`src/rtl/regs_wr_arbiter_pkg.sv`:
```
// Shared encodings for the register-bank write arbiter: bank control codes,
// load-unit width modes and grant identifiers.
package regs_pkg;

    localparam logic [2:0] CTL_FULL = 3'b000;
    localparam logic [2:0] CTL_LO   = 3'b001;
    localparam logic [2:0] CTL_HI   = 3'b010;
    localparam logic [2:0] CTL_PC   = 3'b011;
    localparam logic [2:0] CTL_IDLE = 3'b111;

    typedef enum logic [1:0] {
        MODE_FULL     = 2'b00,
        MODE_LO       = 2'b01,
        MODE_HI       = 2'b10,
        MODE_FULL_ALT = 2'b11
    } mem_mode_e;

    typedef enum logic [1:0] {
        GNT_NONE = 2'b00,
        GNT_ALU  = 2'b01,
        GNT_MEM  = 2'b10,
        GNT_PC   = 2'b11
    } grant_e;

    function automatic logic [15:0] reg_onehot(input logic [3:0] idx);
        reg_onehot = 16'd1 << idx;
    endfunction

    // Mode 11 is not a real width; the bank sees it as a full write.
    function automatic logic [2:0] mode_to_ctl(input logic [1:0] mode);
        case (mode)
            MODE_LO: mode_to_ctl = CTL_LO;
            MODE_HI: mode_to_ctl = CTL_HI;
            default: mode_to_ctl = CTL_FULL;
        endcase
    endfunction

endpackage

```
`src/rtl/regs_wr_arbiter_rr_arbiter3.sv`:
```
// Round-robin pick among up to three requesters, with its own pointer that
// advances past the winner only when this arbiter issues a grant.
module rr_arbiter3 #(
    parameter int NUM_REQ = 3
) (
    input  logic       clk,
    input  logic       rst,
    input  logic       en,
    input  logic [2:0] req,
    output logic [2:0] grant
);

    logic [1:0] ptr_q;
    logic [1:0] next_ptr;
    logic [1:0] idx;
    logic       any;

    // Scan from the preferred slot around the ring; first requester wins.
    always_comb begin
        grant    = 3'b000;
        next_ptr = ptr_q;
        idx      = 2'b00;
        any      = 1'b0;
        for (int k = 0; k < NUM_REQ; k++) begin
            idx = 2'((int'(ptr_q) + k) % NUM_REQ);
            if (en && !any && req[idx]) begin
                grant[idx] = 1'b1;
                any        = 1'b1;
                next_ptr   = (idx == 2'(NUM_REQ - 1)) ? 2'd0 : idx + 2'd1;
            end
        end
    end

    always_ff @(posedge clk or posedge rst) begin
        if (rst) begin
            ptr_q <= 2'd0;
        end else if (any) begin
            ptr_q <= next_ptr;
        end
    end

endmodule

```
`src/rtl/regs_wr_arbiter.sv`:
```
// Shares the register bank's single write port between ALU writeback, the
// load unit and PC-save, registering the winner into a one-cycle output stage.
module regs_wr_arbiter
    import regs_pkg::*;
#(
    parameter int PC_PRIO = 1,
    parameter int PC_REG  = 15
) (
    input  logic        clk,
    input  logic        rst,
    input  logic        freeze,
    input  logic        alu_valid,
    output logic        alu_ready,
    input  logic [3:0]  alu_reg,
    input  logic [31:0] alu_data,
    input  logic        mem_valid,
    output logic        mem_ready,
    input  logic [3:0]  mem_reg,
    input  logic [1:0]  mem_mode,
    input  logic [31:0] mem_data,
    input  logic        pc_valid,
    output logic        pc_ready,
    input  logic [31:0] pc_value,
    output logic [3:0]  rb_inpC,
    output logic [31:0] rb_data,
    output logic [31:0] rb_pc,
    output logic [2:0]  rb_control,
    output logic [15:0] pend_mask,
    output logic [1:0]  last_grant
);

    localparam logic PRIO = (PC_PRIO != 0);

    logic       allow;
    logic       pc_pick;
    logic       rr_en;
    logic [2:0] rr_req;
    logic [2:0] rr_grant;

    // With priority on, PC bypasses the ring entirely so its grants never
    // disturb the ALU/load pointer; otherwise PC is the third ring slot.
    assign allow   = !freeze && !rst;
    assign pc_pick = PRIO && pc_valid && allow;
    assign rr_en   = allow && !pc_pick;
    assign rr_req  = {(!PRIO && pc_valid), mem_valid, alu_valid};

    rr_arbiter3 #(
        .NUM_REQ (PRIO ? 2 : 3)
    ) u_rr (
        .clk   (clk),
        .rst   (rst),
        .en    (rr_en),
        .req   (rr_req),
        .grant (rr_grant)
    );

    assign alu_ready = rr_grant[0];
    assign mem_ready = rr_grant[1];
    assign pc_ready  = pc_pick | rr_grant[2];

    // Output stage reloads every edge; a PC write leaves inpC/data untouched.
    always_ff @(posedge clk or posedge rst) begin
        if (rst) begin
            rb_inpC    <= 4'd0;
            rb_data    <= 32'd0;
            rb_pc      <= 32'd0;
            rb_control <= CTL_IDLE;
            pend_mask  <= 16'd0;
            last_grant <= GNT_NONE;
        end else begin
            rb_control <= CTL_IDLE;
            pend_mask  <= 16'd0;
            last_grant <= GNT_NONE;
            if (alu_ready) begin
                rb_inpC    <= alu_reg;
                rb_data    <= alu_data;
                rb_control <= CTL_FULL;
                pend_mask  <= reg_onehot(alu_reg);
                last_grant <= GNT_ALU;
            end else if (mem_ready) begin
                rb_inpC    <= mem_reg;
                rb_data    <= mem_data;
                rb_control <= mode_to_ctl(mem_mode);
                pend_mask  <= reg_onehot(mem_reg);
                last_grant <= GNT_MEM;
            end else if (pc_ready) begin
                rb_pc      <= pc_value;
                rb_control <= CTL_PC;
                pend_mask  <= reg_onehot(4'(PC_REG));
                last_grant <= GNT_PC;
            end
        end
    end

endmodule
```
`config.mk`:
```
export PLATFORM = sky130hd
export DESIGN_NAME = regs_wr_arbiter
export DESIGN_NICKNAME = d
export VERILOG_FILES = /design/src/rtl/regs_wr_arbiter_pkg.sv /design/src/rtl/regs_wr_arbiter_rr_arbiter3.sv /design/src/rtl/regs_wr_arbiter.sv
export SDC_FILE = /design/constraint.sdc
export NUM_CORES = 1
export LEC_CHECK = 0
export CAP_MARGIN = 0
export CORE_UTILIZATION = 40
export DETAILED_ROUTE_END_ITERATION = 10
export PLACE_DENSITY = 0.8
export SKIP_LAST_GASP = 1
export SYNTH_ARGS = -nofsm -noshare
export SYNTH_HDL_FRONTEND = slang
export SYNTH_SLANG_ARGS = --single-unit
```
`constraint.sdc`:
```
create_clock -name clk -period 4 [get_ports clk]
set_input_delay 0.8 -clock clk [delete_from_list [all_inputs] [get_ports clk]]
set_output_delay 0.8 -clock clk [all_outputs]
set_load 0.005 [all_outputs]
```
Yosys cells after proc, flatten, opt, wreduce, memory -nomap -nowiden
Index checks and enable logic that the tools add are counted.
{"block": "classes", "add_sub_neg": 3, "magnitude_cmp": 4, "n_eq_ne": 3, "shifts": 2, "n_mux": 30, "bitwise": 5, "reduce_logical": 16}
{"operator": "$mux 32", "n": 2}
{"operator": "$mux 16", "n": 3}
{"operator": "$shl 1x4->16 const A", "n": 2}
{"operator": "$mux 3", "n": 4}
{"operator": "$mux 1", "n": 11}
{"operator": "$logic_and 1x1->1", "n": 8}
{"operator": "$mux 2", "n": 4}
{"operator": "$mux 4", "n": 2}
{"operator": "$eq 2x1->1 const B", "n": 2}
{"operator": "$logic_not 1->1", "n": 4}
{"operator": "$pmux 2 s2", "n": 1}
{"operator": "$reduce_bool 2->1", "n": 2}
{"operator": "$add 1x1->1 const B", "n": 3}
{"operator": "$lt 1x3->1 const B", "n": 1}
{"operator": "$lt 2x3->1 const B", "n": 1}
{"operator": "$or 3x3->3", "n": 1}
{"operator": "$reduce_and 3->1", "n": 1}
{"operator": "$bmux 1 s2", "n": 1}
{"operator": "$demux 1 s2", "n": 1}
{"operator": "$eq 2x2->1 const B", "n": 1}
{"operator": "$ge 2x1->1 const B", "n": 1}
{"operator": "$not 1->1", "n": 2}
{"operator": "$reduce_and 2->1", "n": 1}
{"operator": "$and 1x1->1 const A", "n": 1}
{"operator": "other kinds (3)", "n": 3}
{"block": "word_totals", "regBits": 90, "input_bits": 112, "out_inout_bits": 92, "word_cells": 70}

Longest topological paths before layout
{"block": "depth", "ltp_word": 15, "mapped_depth": 6, "ltp_nobuf": 4}

Cells and area by module
From an unflattened synthesis, not the netlist that was laid out.
{"block": "hier_totals", "cells_unflattened": 307, "hier_area_um2": 3783.6}
{"module": "regs_wr_arbiter", "n_inst": 1, "cells_each": 296, "area_each_um2": 3707.3, "seq_area_each_um2": 2230.9}
{"module": "rr_arbiter3", "n_inst": 1, "cells_each": 11, "area_each_um2": 76.3, "seq_area_each_um2": 25.0}

Worst setup path after synthesis
Ideal clock, no wire load.
{"block": "synth_timing", "path_kind": "input port to output port", "start": "in pc_valid", "end": "out mem_ready", "arrival_ns": 1.856, "required_time_ns": 3.200, "path_slack_ns": 1.344, "cell_stages": 4, "path_buffers": 2, "cell_sequence": "or3_1 clkbuf_1 clkbuf_1 nor3_1"}
{"block": "synth_via", "elab_chain_len": 9, "elab_cells_between_ends": 11, "classes_between": "3 x mux; 1 x bitwise; 7 x reduce/logical"}
{"element": "start, declared", "line_no": "regs_wr_arbiter.sv:21", "text": "input logic pc_valid,"}
{"element": "$logic_and 1x1->1 *", "line_no": "regs_wr_arbiter.sv:43", "text": "assign pc_pick = PRIO && pc_valid && allow;"}
{"element": "$logic_not 1->1 *", "line_no": "regs_wr_arbiter.sv:44", "text": "assign rr_en = allow && !pc_pick;"}
{"element": "$logic_and 1x1->1 *", "line_no": "regs_wr_arbiter.sv:44"}
{"element": "$logic_and 1x1->1", "line_no": "regs_wr_arbiter_rr_arbiter3.sv:26", "text": "if (en && !any && req[idx]) begin"}
{"element": "$mux 1", "line_no": "regs_wr_arbiter_rr_arbiter3.sv:26"}
{"element": "$logic_not 1->1", "line_no": "regs_wr_arbiter_rr_arbiter3.sv:26"}
{"element": "$logic_and 1x1->1 (2 in series)", "line_no": "regs_wr_arbiter_rr_arbiter3.sv:26"}
{"element": "$mux 3 *", "line_no": "regs_wr_arbiter_rr_arbiter3.sv:26"}
{"element": "end, declared", "line_no": "regs_wr_arbiter.sv:17", "text": "output logic mem_ready,"}
Every way passes the cells marked *; elsewhere a longest branch is shown, timed or not.

Worst setup path after layout
{"block": "layout_timing", "start": "in rst", "end": "out mem_ready"}
{"block": "layout_via", "elab_chain_len": 11, "elab_cells_between_ends": 13, "classes_between": "3 x mux; 1 x bitwise; 9 x reduce/logical"}
{"element": "start, declared", "line_no": "regs_wr_arbiter.sv:10", "text": "input logic rst,"}
{"element": "$logic_not 1->1 (no line) *"}
{"element": "$logic_and 1x1->1 *", "line_no": "regs_wr_arbiter.sv:42", "text": "assign allow = !freeze && !rst;"}
{"element": "$logic_and 1x1->1", "line_no": "regs_wr_arbiter.sv:43"}
{"element": "$logic_not 1->1", "line_no": "regs_wr_arbiter.sv:44"}
{"element": "$logic_and 1x1->1 *", "line_no": "regs_wr_arbiter.sv:44"}
{"element": "$logic_and 1x1->1", "line_no": "regs_wr_arbiter_rr_arbiter3.sv:26"}
{"element": "$mux 1", "line_no": "regs_wr_arbiter_rr_arbiter3.sv:26"}
{"element": "$logic_not 1->1", "line_no": "regs_wr_arbiter_rr_arbiter3.sv:26"}
{"element": "$logic_and 1x1->1 (2 in series)", "line_no": "regs_wr_arbiter_rr_arbiter3.sv:26"}
{"element": "$mux 3 *", "line_no": "regs_wr_arbiter_rr_arbiter3.sv:26"}
Marks and branches as above.

==> metrics.log <==
[metrics] period utilisation layout: 0.890
[metrics] Post-layout nets: 663
[metrics] fillcell total: 770
[metrics] final HPWL from detailed placement: 9.15 mm
[metrics] largest net degree at the start of global routing: 77
[metrics] Pre-antenna DRT Iters: 5
[metrics] cts bufs inserted: 9
[metrics] number of standard-cell rows in the floorplan: 36
[metrics] cell total after placement: 673
[metrics] hold buffers post-CTS: 0
[metrics] Core Area: 9770 um^2
[metrics] uppermost signal routing layer after detailed routing: met4
[metrics] Diodes inserted: 0
[metrics] Initial DRC Count: 243
[metrics] non-filler cells in the finished layout: 689
[metrics] Die Width: 103 um
[metrics] setup repair after global routing missed its margin: no
[metrics] number of antenna violations at the first check in global routing: 0
[metrics] netlist area before placement: 4050 um^2
[metrics] number of setup violations in the final report: 0
[metrics] portion of total power attributed to sequential cells: 0.446
[metrics] effective utilization at floorplan: 0.415
[metrics] layout cells sized above 1: 0.137
[metrics] final number of max-transition violations: 0
[metrics] routed wire length on met2: 6.40 mm
[metrics] P_leak: 2.40 nW
[metrics] hold slack: 0.511 ns
[metrics] Synth Area per Inst: 11.1 um^2
[metrics] quantity of gates resized following cts: 0
[metrics] count of mapped cells out of synthesis: 366
[metrics] Clk Latency, worst-skew pair: 0.36 ns
[metrics] Final min period: 3.56 ns
[metrics] number of vias in the routed layout: 3,955
[metrics] H-Tree Depth: 3
[metrics] endpoint arrival time on the critical path: 2.76 ns
[metrics] switching power of the nets: 0.000735 W
[metrics] Final Total Pwr: 0.00262 W
[metrics] Yosys warning count: 0
[metrics] library cells used by synthesis: 31
[metrics] switching power share of the total: 0.280
[metrics] clock tree from TritonCTS: yes
[metrics] Die Y: 103 um
[metrics] DIE AREA: 10,500 um^2
[metrics] Max Freq: 281 MHz
[metrics] maximum VDD drop: 0.000189 V
[metrics] routed length per placed instance: 18.9 um
[metrics] Design Area, Final: 6400 um^2
[metrics] worst min-delay path class: register to register
[metrics] Top Ports: 204
[metrics] Bufs on Longest Clock Path: 2
[metrics] sum of negative setup slack: 0 ns
[metrics] root cell of the clock tree: clkbuf_8
[metrics] post-CTS repair timing setup buffer count: 0
[metrics] Synthesized Nets: 478
[metrics] critical path required time: 3.20 ns
[metrics] number of clock sinks: 90
[metrics] wl on met1: 5.07 mm
[metrics] sort of element at the start of the critical path: input pin
[metrics] portion of total power attributed to combinational logic: 0.311
[metrics] Reg clk slew, reported paths: 0.09 ns
[metrics] number of DRC violations after detailed routing: 0
[metrics] critical setup path kind: input pin to output port
[metrics] Final Hold Viols: 0
[metrics] actual transition at the worst max-transition pin: 0.745 ns
[metrics] via count of the first global-routing pass: 3,895
[metrics] power density over cell area: 410 nW/um^2
[metrics] average vias per placed instance: 5.74
[metrics] global-route wire length before repair: 19.5 mm
[metrics] antenna-violating nets left: 0
[metrics] number of max-capacitance violations reported: 0
[metrics] DR WL met3: 1.31 mm
[metrics] cell internal power dissipation: 0.00189 W
[metrics] routability cong.: 0.865
[metrics] total global-route track usage: 0.245
[metrics] clock share of power: 0.243
[metrics] grt total ovfl: 0
[metrics] Max Clock Skew: 0.00500 ns
[metrics] buffers added on ports: 203
[metrics] slew margin rel.: 0.504
[metrics] Setup crit end kind: output port
[metrics] largest driver fanout on the critical path: 5
[metrics] run status: finished clean
[metrics] register bit total from synthesis: 90
[metrics] growth of design area from synthesis to finish: 57.9%
[metrics] portion of the post-synthesis area used by sequential elements: 0.557
[metrics] instance area after placement: 6200 um^2
[metrics] aggregate routed wire length: 13.0 mm
-- sequential cells by signal, indices dropped and copies added, names as in the netlist --
| signal | cells |
|---|---|
| rb_data | 32 |
| rb_pc | 32 |
| pend_mask | 16 |
| rb_inpC | 4 |
| rb_control | 3 |
| last_grant | 2 |
| u_rr.ptr_q | 1 |
-- per-layer routing --
metal,vias up,track usage
met5,-,0
met4,0,0.104
met3,17,0.0583
met2,232,0.423
met1,1915,0.292
li1,1791,-
-- cell usage after synthesis, drive strengths merged --
cell type  number  area (um^2)
nand2b          6         37.5
or4             2         15.0
buf             8         32.5
and2            1         6.26
a21oi           2         10.0
a21boi          1         7.51
nor2b           1         6.26
a31oi          36          225
o21ai           2         10.0
nor3           39          195
or3             1         6.26
inv             4         15.0
nand4          36          225
o22ai          13         81.3
nand2           4         15.0
mux2           32          360
clkbuf         34          128
dfstp           3         78.8
o32ai           2         32.5
o221ai          1         8.76
or3b            2         17.5
nand4b          3         26.3
nand3           2         10.0
a21bo           1         10.0
o31ai          36          270
nand3b          3         22.5
dfrtp          87         2180
nor2            1         3.75
or2             3         18.8
-- final timing paths --
kind / from / end / slack [ns] / depth (start not counted)
worst min register to register: rb_pc[24] / rb_pc[24] / 0.51 / 1
max in group asynchronous: rst / rb_control[0] / 2.33 / 3
min in group asynchronous: rst / rb_pc[24] / 0.85 / 2
worst min-delay path: rb_pc[24] / rb_pc[24] / 0.51 / 1
worst max-delay path: rst / mem_ready / 0.44 / 5
worst max register to register: u_rr.ptr_q[0] / pend_mask[1] / 2.26 / 4
-- area by class of cell --
class / instances / area (um^2) / share of cell area
Sequential cell: 90 / 2260 / 0.352
Inverter: 4 / 16.3 / 0.00254
Clock inverter: 5 / 61.3 / 0.00958
Tap cell: 133 / 166 / 0.0260
Clock buffer: 11 / 141 / 0.0221
Multi-Input combinational cell: 230 / 1630 / 0.255
Timing Repair Buffer: 216 / 2130 / 0.333
-- kinds of logic (layout without fill, tap and decap cells) --
kind of cell / count (synthesis) / in the layout / share of synthesized area
compound gates: 94 / 94 / 0.162
buf+inv: 46 / 236 / 0.0432
flops: 90 / 90 / 0.557
mux: 32 / 32 / 0.0889
simple gates: 104 / 104 / 0.149
-- stage by stage --
step / util / worst slack (ns)
floorplan: - / 0.870
global placement: 0.634 / 0.458
detailed placement: 0.634 / 0.427
CTS: 0.655 / 0.421
global route: 0.655 / 0.349
finish: 0.655 / 0.440
-- cells in the final DEF (no fill, tap or decap), drive strengths merged --
cell type | synthesis | routed
nand2b | 6 | 6
or3 | 1 | 1
clkinvlp | 0 | 3
o32ai | 2 | 2
a31oi | 36 | 36
nor2b | 1 | 1
bufinv | 0 | 1
a21bo | 1 | 1
or2 | 3 | 3
a21oi | 2 | 2
nor3 | 39 | 39
nand4b | 3 | 3
nand3 | 2 | 2
o31ai | 36 | 36
clkdlybuf4s50 | 0 | 203
nand4 | 36 | 36
dfstp | 3 | 3
and2 | 1 | 1
dfrtp | 87 | 87
or4 | 2 | 2
o22ai | 13 | 13
clkbuf | 34 | 11
inv | 4 | 4
o21ai | 2 | 2
nor2 | 1 | 1
o221ai | 1 | 1
clkinv | 0 | 1
nand3b | 3 | 3
nand2 | 4 | 4
or3b | 2 | 2
a21boi | 1 | 1
mux2 | 32 | 32
buf | 8 | 13
-- critical path, cell delays in order --
cell,delay [ns]
clkdlybuf4s50_1,0.49
or3_2,0.54
nor3_1,0.25
buf_4,0.18
clkdlybuf4s50_1,0.50
-- power groups by stage --
stage	sequential (W)	clock, W	combinational, W
2_1_floorplan	0.00119	0	0.000275
3_3_place_gp	0.00118	0	0.000798
3_5_place_dp	0.00118	0	0.000816
4_1_cts	0.00117	0.000650	0.000819
5_1_grt	0.00119	0.000682	0.000882
6_report	0.00117	0.000638	0.000815
Note: power is estimated with default switching activity, not from simulation.
